### config.mk
export PLATFORM = sky130hd
export DESIGN_NAME = mem_responder
export DESIGN_NICKNAME = d
export VERILOG_FILES = /design/src/rtl/mem_pkg.sv /design/src/rtl/mem_array.sv /design/src/rtl/mem_responder.sv
export SDC_FILE = /design/constraint.sdc
export NUM_CORES = 2
export LEC_CHECK = 0
export ABC_AREA = 1
export BUFFER_PORTS_ARGS = -buffer_cell sky130_fd_sc_hd__clkbuf_2
export CORE_UTILIZATION = 55
export DETAILED_ROUTE_END_ITERATION = 8
export MAX_ROUTING_LAYER = met4
export PLACE_DENSITY = 0.71
export REMOVE_ABC_BUFFERS = 1
export SLEW_MARGIN = 20
export SYNTH_ARGS = -nofsm -noshare
export SYNTH_HDL_FRONTEND = slang
export SYNTH_HIERARCHICAL = 1
export SYNTH_SLANG_ARGS = --single-unit
### constraint.sdc
create_clock -name clk -period 6.4 [get_ports clk]
set_input_delay 0.32 -clock clk [delete_from_list [all_inputs] [get_ports clk]]
set_output_delay 0.32 -clock clk [all_outputs]
set_load 0.05 [all_outputs]
### src/rtl/mem_pkg.sv
// Shared types and constants for the wait-state memory responder.
// Imported by the storage array and the responder FSM.
package mem_pkg;

  typedef enum logic [1:0] {
    IDLE = 2'd0,
    WAIT = 2'd1,
    RESP = 2'd2
  } state_t;

  localparam int CNT_W    = 4;
  localparam int WORD_LSB = 2;
  localparam int DATA_W   = 32;

  // Word address width for a given depth.
  function automatic int addr_w(input int depth);
    return $clog2(depth);
  endfunction

endpackage

### src/rtl/mem_array.sv
// Word storage: synchronous write, combinational read.
// Contents are never cleared by reset.
module mem_array
  import mem_pkg::*;
#(
  parameter int DEPTH_WORDS = 64,
  parameter int AW          = 6
) (
  input  logic              clk,
  input  logic              wen,
  input  logic [AW-1:0]     widx,
  input  logic [DATA_W-1:0] wdata,
  input  logic [AW-1:0]     ridx,
  output logic [DATA_W-1:0] rdata
);

  logic [DATA_W-1:0] mem [DEPTH_WORDS];

  // Commit a write at the rising edge.
  always_ff @(posedge clk) begin
    if (wen) mem[widx] <= wdata;
  end

  assign rdata = mem[ridx];

endmodule

### src/rtl/mem_responder.sv
// Single-outstanding memory responder with fixed wait states.
// Registered ack/err/rd; range and alignment checked per access.
module mem_responder
  import mem_pkg::*;
#(
  parameter int DEPTH_WORDS = 64,
  parameter int LATENCY     = 2
) (
  input  logic        clk,
  input  logic        reset,
  input  logic        req,
  input  logic        we,
  input  logic [31:0] a,
  input  logic [31:0] wd,
  output logic [31:0] rd,
  output logic        ack,
  output logic        err,
  output logic        busy
);

  localparam int AW = addr_w(DEPTH_WORDS);
  localparam logic [CNT_W-1:0] CNT_LOAD = CNT_W'(LATENCY - 1);

  state_t            state;
  logic [CNT_W-1:0]  cnt;
  logic              lwe;
  logic [31:0]       la;
  logic [31:0]       lwd;

  logic [31:0]       chk_a;
  logic              chk_we;
  logic              chk_bad;
  logic [AW-1:0]     ridx;
  logic [31:0]       rdata;
  logic              l_bad;
  logic              wen;

  // Pick the access that will complete next: the live request when
  // going straight to RESP from IDLE, otherwise the latched one.
  always_comb begin
    chk_a  = la;
    chk_we = lwe;
    if (state == IDLE) begin
      chk_a  = a;
      chk_we = we;
    end
    chk_bad = (chk_a[1:0] != 2'b00) ||
              ((chk_a >> (AW + WORD_LSB)) != 32'd0);
    ridx    = chk_a[AW+1:WORD_LSB];
  end

  assign l_bad = (la[1:0] != 2'b00) ||
                 ((la >> (AW + WORD_LSB)) != 32'd0);

  // Writes land at the edge closing RESP; reset discards them.
  assign wen = (state == RESP) && lwe && !l_bad && !reset;

  mem_array #(
    .DEPTH_WORDS(DEPTH_WORDS),
    .AW         (AW)
  ) u_array (
    .clk  (clk),
    .wen  (wen),
    .widx (la[AW+1:WORD_LSB]),
    .wdata(lwd),
    .ridx (ridx),
    .rdata(rdata)
  );

  assign busy = (state != IDLE);

  // Request FSM with registered completion outputs.
  always_ff @(posedge clk) begin
    if (reset) begin
      state <= IDLE;
      cnt   <= '0;
      ack   <= 1'b0;
      err   <= 1'b0;
      rd    <= '0;
    end else begin
      unique case (state)
        IDLE: begin
          ack <= 1'b0;
          err <= 1'b0;
          if (req) begin
            lwe <= we;
            la  <= a;
            lwd <= wd;
            cnt <= CNT_LOAD;
            if (LATENCY == 1) begin
              state <= RESP;
              ack   <= 1'b1;
              err   <= chk_bad;
              if (chk_bad)      rd <= '0;
              else if (!chk_we) rd <= rdata;
            end else begin
              state <= WAIT;
            end
          end
        end
        WAIT: begin
          cnt <= cnt - 1'b1;
          if (cnt <= CNT_W'(1)) begin
            state <= RESP;
            ack   <= 1'b1;
            err   <= chk_bad;
            if (chk_bad)      rd <= '0;
            else if (!chk_we) rd <= rdata;
          end
        end
        RESP: begin
          ack   <= 1'b0;
          err   <= 1'b0;
          state <= IDLE;
        end
        default: begin
          state <= IDLE;
          ack   <= 1'b0;
          err   <= 1'b0;
        end
      endcase
    end
  end

endmodule

==> metrics.log <==
[metrics] status: finished, final reports clean
[metrics] Max Fanout on Critical Path: 32
[metrics] total gr overflow: 0
[metrics] total non-filler cell area in the finished layout: roughly 97000 µm²
[metrics] remaining max-slew budget at the tightest pin: 17.60%
[metrics] number of sinks handled by clock tree synthesis: 2153
[metrics] post-detailed-route via-to-cell ratio: slightly above 6
[metrics] core outline area: 154800 µm²
[metrics] total wire length after detailed routing: around 240000 µm
[metrics] cell taking the most area after synthesis: sky130_fd_sc_hd__edfxtp_1
[metrics] number of buffers added on ports: about 100
[metrics] number of antenna violations at the first check in global routing: 10
[metrics] weighted congestion at the end of routability-driven global placement: 0.8634
[metrics] area share of the leading cell type in the synthesized netlist: 73.60%
[metrics] Setup CP Type: reg -> reg
[metrics] violation count after the first detailed-route iteration: about 9000
[metrics] utilization after layout: between 60% and 70%
[metrics] TritonCTS clock tree: yes
[metrics] post-synthesis sequential area ratio: 74.53%
[metrics] drt pass-1 iters: 8
[metrics] synthesized instance count: 7142
[metrics] total of max-cap violations: 0
[metrics] shortest clock period the worst path allows after layout: 4.852 ns
[metrics] Std-Cell Rows: approximately 140
[metrics] Residual DRC: 0
[metrics] Clock Tree Buf Depth: 3
[metrics] path class of the lowest-slack min-delay path: in -> reg
[metrics] share of synthesized registers carrying an async set or reset: 0%
[metrics] prevailing post-synth register cell: sky130_fd_sc_hd__edfxtp_1
[metrics] DIE WIDTH: 397.9 µm
[metrics] Layout Area Growth over Synthesis: 12.08%
[metrics] RSZ-0062 raised after global routing: false
[metrics] Period Utilization, post-route: between 70% and 80%
[metrics] Skew-Pair Late Insertion Delay: 0.84 ns
[metrics] post-synthesis cell type count: 30
[metrics] clock-pin slew on the worst setup and hold paths: 0.06 ns
[metrics] starting density of the core: between 50% and 60%
[metrics] total cell area at the placement stage: around 89000 µm²
[metrics] dominant cells by area after synthesis: sky130_fd_sc_hd__edfxtp_1 74%, sky130_fd_sc_hd__nand3_1 11%, sky130_fd_sc_hd__nand2_1 10%
[metrics] Slowest cell on crit path: sky130_fd_sc_hd__nor2_4
[metrics] gate family responsible for the most delay along the worst path: simple AND/OR/NAND/NOR gates
[metrics] critical path endpoint category: flop
[metrics] max frequency: 206.1 MHz
[metrics] post-detail-place hpwl: around 120000 µm
[metrics] highest ir drop seen on vdd: between 0.2 and 0.3 mV
[metrics] number of endpoints with negative hold slack in the final report: 0
[metrics] slowest cell delay on critical path: ~1.3 ns
[metrics] setup skew after layout: 0.02762 ns
[metrics] wire length of the first global-routing pass: 353700 µm
[metrics] arrival time worst endpoint: 5.29 ns
[metrics] worst slack on hold paths: 0.1951 ns
[metrics] Post CTS Setup Buffer Count: 0
[metrics] required time at the worst-slack endpoint: ~7 ns
[metrics] number of synthesis warnings: 6
[metrics] largest net degree at the start of global routing: 213
[metrics] synthesized area divided by synthesized cell count: around 12 µm²
[metrics] number of buffers added to fix hold violations after cts: 67
[metrics] Buf/Inv on CP: 0
[metrics] wire per inst: between 20 and 30 µm
[metrics] leakage component of the power: roughly 34 nW
[metrics] vias in the first global route: 55320
[metrics] fraction of layout instances using a drive strength above 1: roughly 8.6%
[metrics] Resize count post-CTS: 0
[metrics] power density over the cells: roughly 340 nW/µm²
[metrics] die footprint: about 160000 µm²
[metrics] Cell Chain, Critical Path: nor2_1 -> nor3b_1 -> nand3_1 -> nor4_4 -> nand4_1 -> nor2_4
[metrics] cell area after technology mapping: approximately 86000 µm²
[metrics] number of synthesized flops with an enable pin: between 2000 and 2500
[metrics] global-route usage over all layers: between 30 and 40%
[metrics] antenna viol nets, final: 0
[metrics] number of pins exceeding their max-slew limit in the final report: 0
[metrics] kind of launch point of the worst setup path: flop
[metrics] height of the chip: roughly 400 µm
[metrics] post-synthesis sequential element count: 2153
[metrics] Total Power: between 30 and 40 mW
[metrics] root buffer cell: sky130_fd_sc_hd__clkbuf_16
[metrics] H-tree Lvls: 4
[metrics] setup violation total in the final timing report: 0
[metrics] Final Net Count: just over 7000
[metrics] I/O Pins: slightly above 100
[metrics] number of buffers created by CTS: 205
[metrics] total vias in the final route: about 58000
[metrics] slew of the pin with the lowest slew margin: around 1.2 ns
## metal layers
| layer | track usage (%) | share of wire, % | vias to the layer above |
|---|---|---|---|
| met5 | - | 0 | - |
| met4 | 11.35 | 3.7 | 0 |
| met3 | 7.720 | 13 | 506 |
| met2 | 46.21 | 45 | 3798 |
| met1 | 42.43 | 38 | 28250 |
| li1 | - | - | 25550 |
## cell type report
class | count | area, µm²
Sequential cell | 2153 | 64250
Fill cell | 11320 | 58150
Multi-Input combinational cell | 4492 | 20040
Clock buffer | 273 | 5673
Timing Repair Buffer | 329 | 2978
Tap cell | 2044 | 2557
Clock inverter | 102 | 975.9
Inverter | 25 | 130.1
Antenna cell | 6 | 15.01
## sequential cells by signal, indices dropped and copies added, names as in the netlist
name / count
lwe: 1
state: 2
err: 1
la: 32
ack: 1
rd: 32
lwd: 32
u_array/mem: 2048
cnt: 4
## synthesized netlist by cell type (all sizes together), types with 4 or more instances
cell type,number
clkbuf,85
nand2,2324
nand4,11
o21ai,4
a21oi,34
edfxtp,2113
inv,24
dfxtp,40
nor4,10
buf,387
nor2,125
nand3,1974
## cells in the final DEF, fill, tap and decap left out, types with 2 or more instances in the layout
| cell | synthesis | layout |
|---|---|---|
| sky130_fd_sc_hd__nand3_1 | 1973 | 1973 |
| sky130_fd_sc_hd__a21oi_1 | 34 | 34 |
| sky130_fd_sc_hd__o21ai_0 | 3 | 3 |
| sky130_fd_sc_hd__edfxtp_1 | 2113 | 2113 |
| sky130_fd_sc_hd__bufinv_16 | 0 | 18 |
| sky130_fd_sc_hd__diode_2 | 0 | 6 |
| sky130_fd_sc_hd__inv_8 | 0 | 2 |
| sky130_fd_sc_hd__clkbuf_8 | 0 | 16 |
| sky130_fd_sc_hd__nand2_4 | 0 | 5 |
| sky130_fd_sc_hd__nor2_1 | 125 | 67 |
| sky130_fd_sc_hd__nor4_2 | 0 | 8 |
| sky130_fd_sc_hd__inv_2 | 3 | 2 |
| sky130_fd_sc_hd__clkbuf_1 | 85 | 46 |
| sky130_fd_sc_hd__inv_1 | 20 | 18 |
| sky130_fd_sc_hd__clkinvlp_4 | 0 | 2 |
| sky130_fd_sc_hd__clkinv_4 | 0 | 3 |
| sky130_fd_sc_hd__buf_16 | 0 | 11 |
| sky130_fd_sc_hd__dlygate4sd3_1 | 0 | 67 |
| sky130_fd_sc_hd__ha_1 | 2 | 2 |
| sky130_fd_sc_hd__buf_12 | 0 | 30 |
| sky130_fd_sc_hd__clkinv_8 | 0 | 4 |
| sky130_fd_sc_hd__clkbuf_2 | 0 | 102 |
| sky130_fd_sc_hd__clkbuf_16 | 0 | 211 |
| sky130_fd_sc_hd__nand2_1 | 2323 | 2318 |
| sky130_fd_sc_hd__dfxtp_1 | 40 | 40 |
| sky130_fd_sc_hd__or2_0 | 2 | 2 |
| sky130_fd_sc_hd__buf_4 | 46 | 119 |
| sky130_fd_sc_hd__inv_6 | 0 | 2 |
| sky130_fd_sc_hd__clkinv_1 | 1 | 41 |
| sky130_fd_sc_hd__clkinv_2 | 0 | 34 |
| sky130_fd_sc_hd__nand4_1 | 11 | 11 |
| sky130_fd_sc_hd__nor2_4 | 0 | 58 |
## metrics by stage
step / setup TNS (ns) / std cells / setup WS, ns
6_report: 0 / 9424 / 1.548
3_3_place_gp: 0 / 8958 / 1.557
5_1_grt: 0 / 9422 / 1.531
4_1_cts: 0 / 9409 / 1.475
2_1_floorplan: -1229.83 / 6670 / -38.45
3_5_place_dp: 0 / 8967 / 1.493
## cells by family after synthesis
kind of cell	after synthesis	synth area share [%]
AOI/OAI and AO/OA	40	0.2511
adders and majority gates	2	0.02902
buffers and inverters	497	2.849
DFF	2153	74.53
and+or+nand+nor	4450	22.34
## where the power goes
group	leakage (nW)	internal, mW	total [mW]	switching, mW
Clock	3.26	6.91	12.0	5.13
Sequential	19.3	15.5	15.6	0.0567
Combinational	11.4	1.39	5.60	4.21
## path summary, 6_finish.rpt
kind                from                 end  slack, ns  cells after the start
setup / recovery  la[20]  u_array/mem[8][14]       1.55                      6
hold / removal     wd[1]              lwd[1]       0.20                      2
setup reg to reg  la[20]  u_array/mem[8][14]       1.55                      6
hold reg to reg      ack                 ack       0.46                      2
Note: power is estimated with default switching activity, not from simulation.
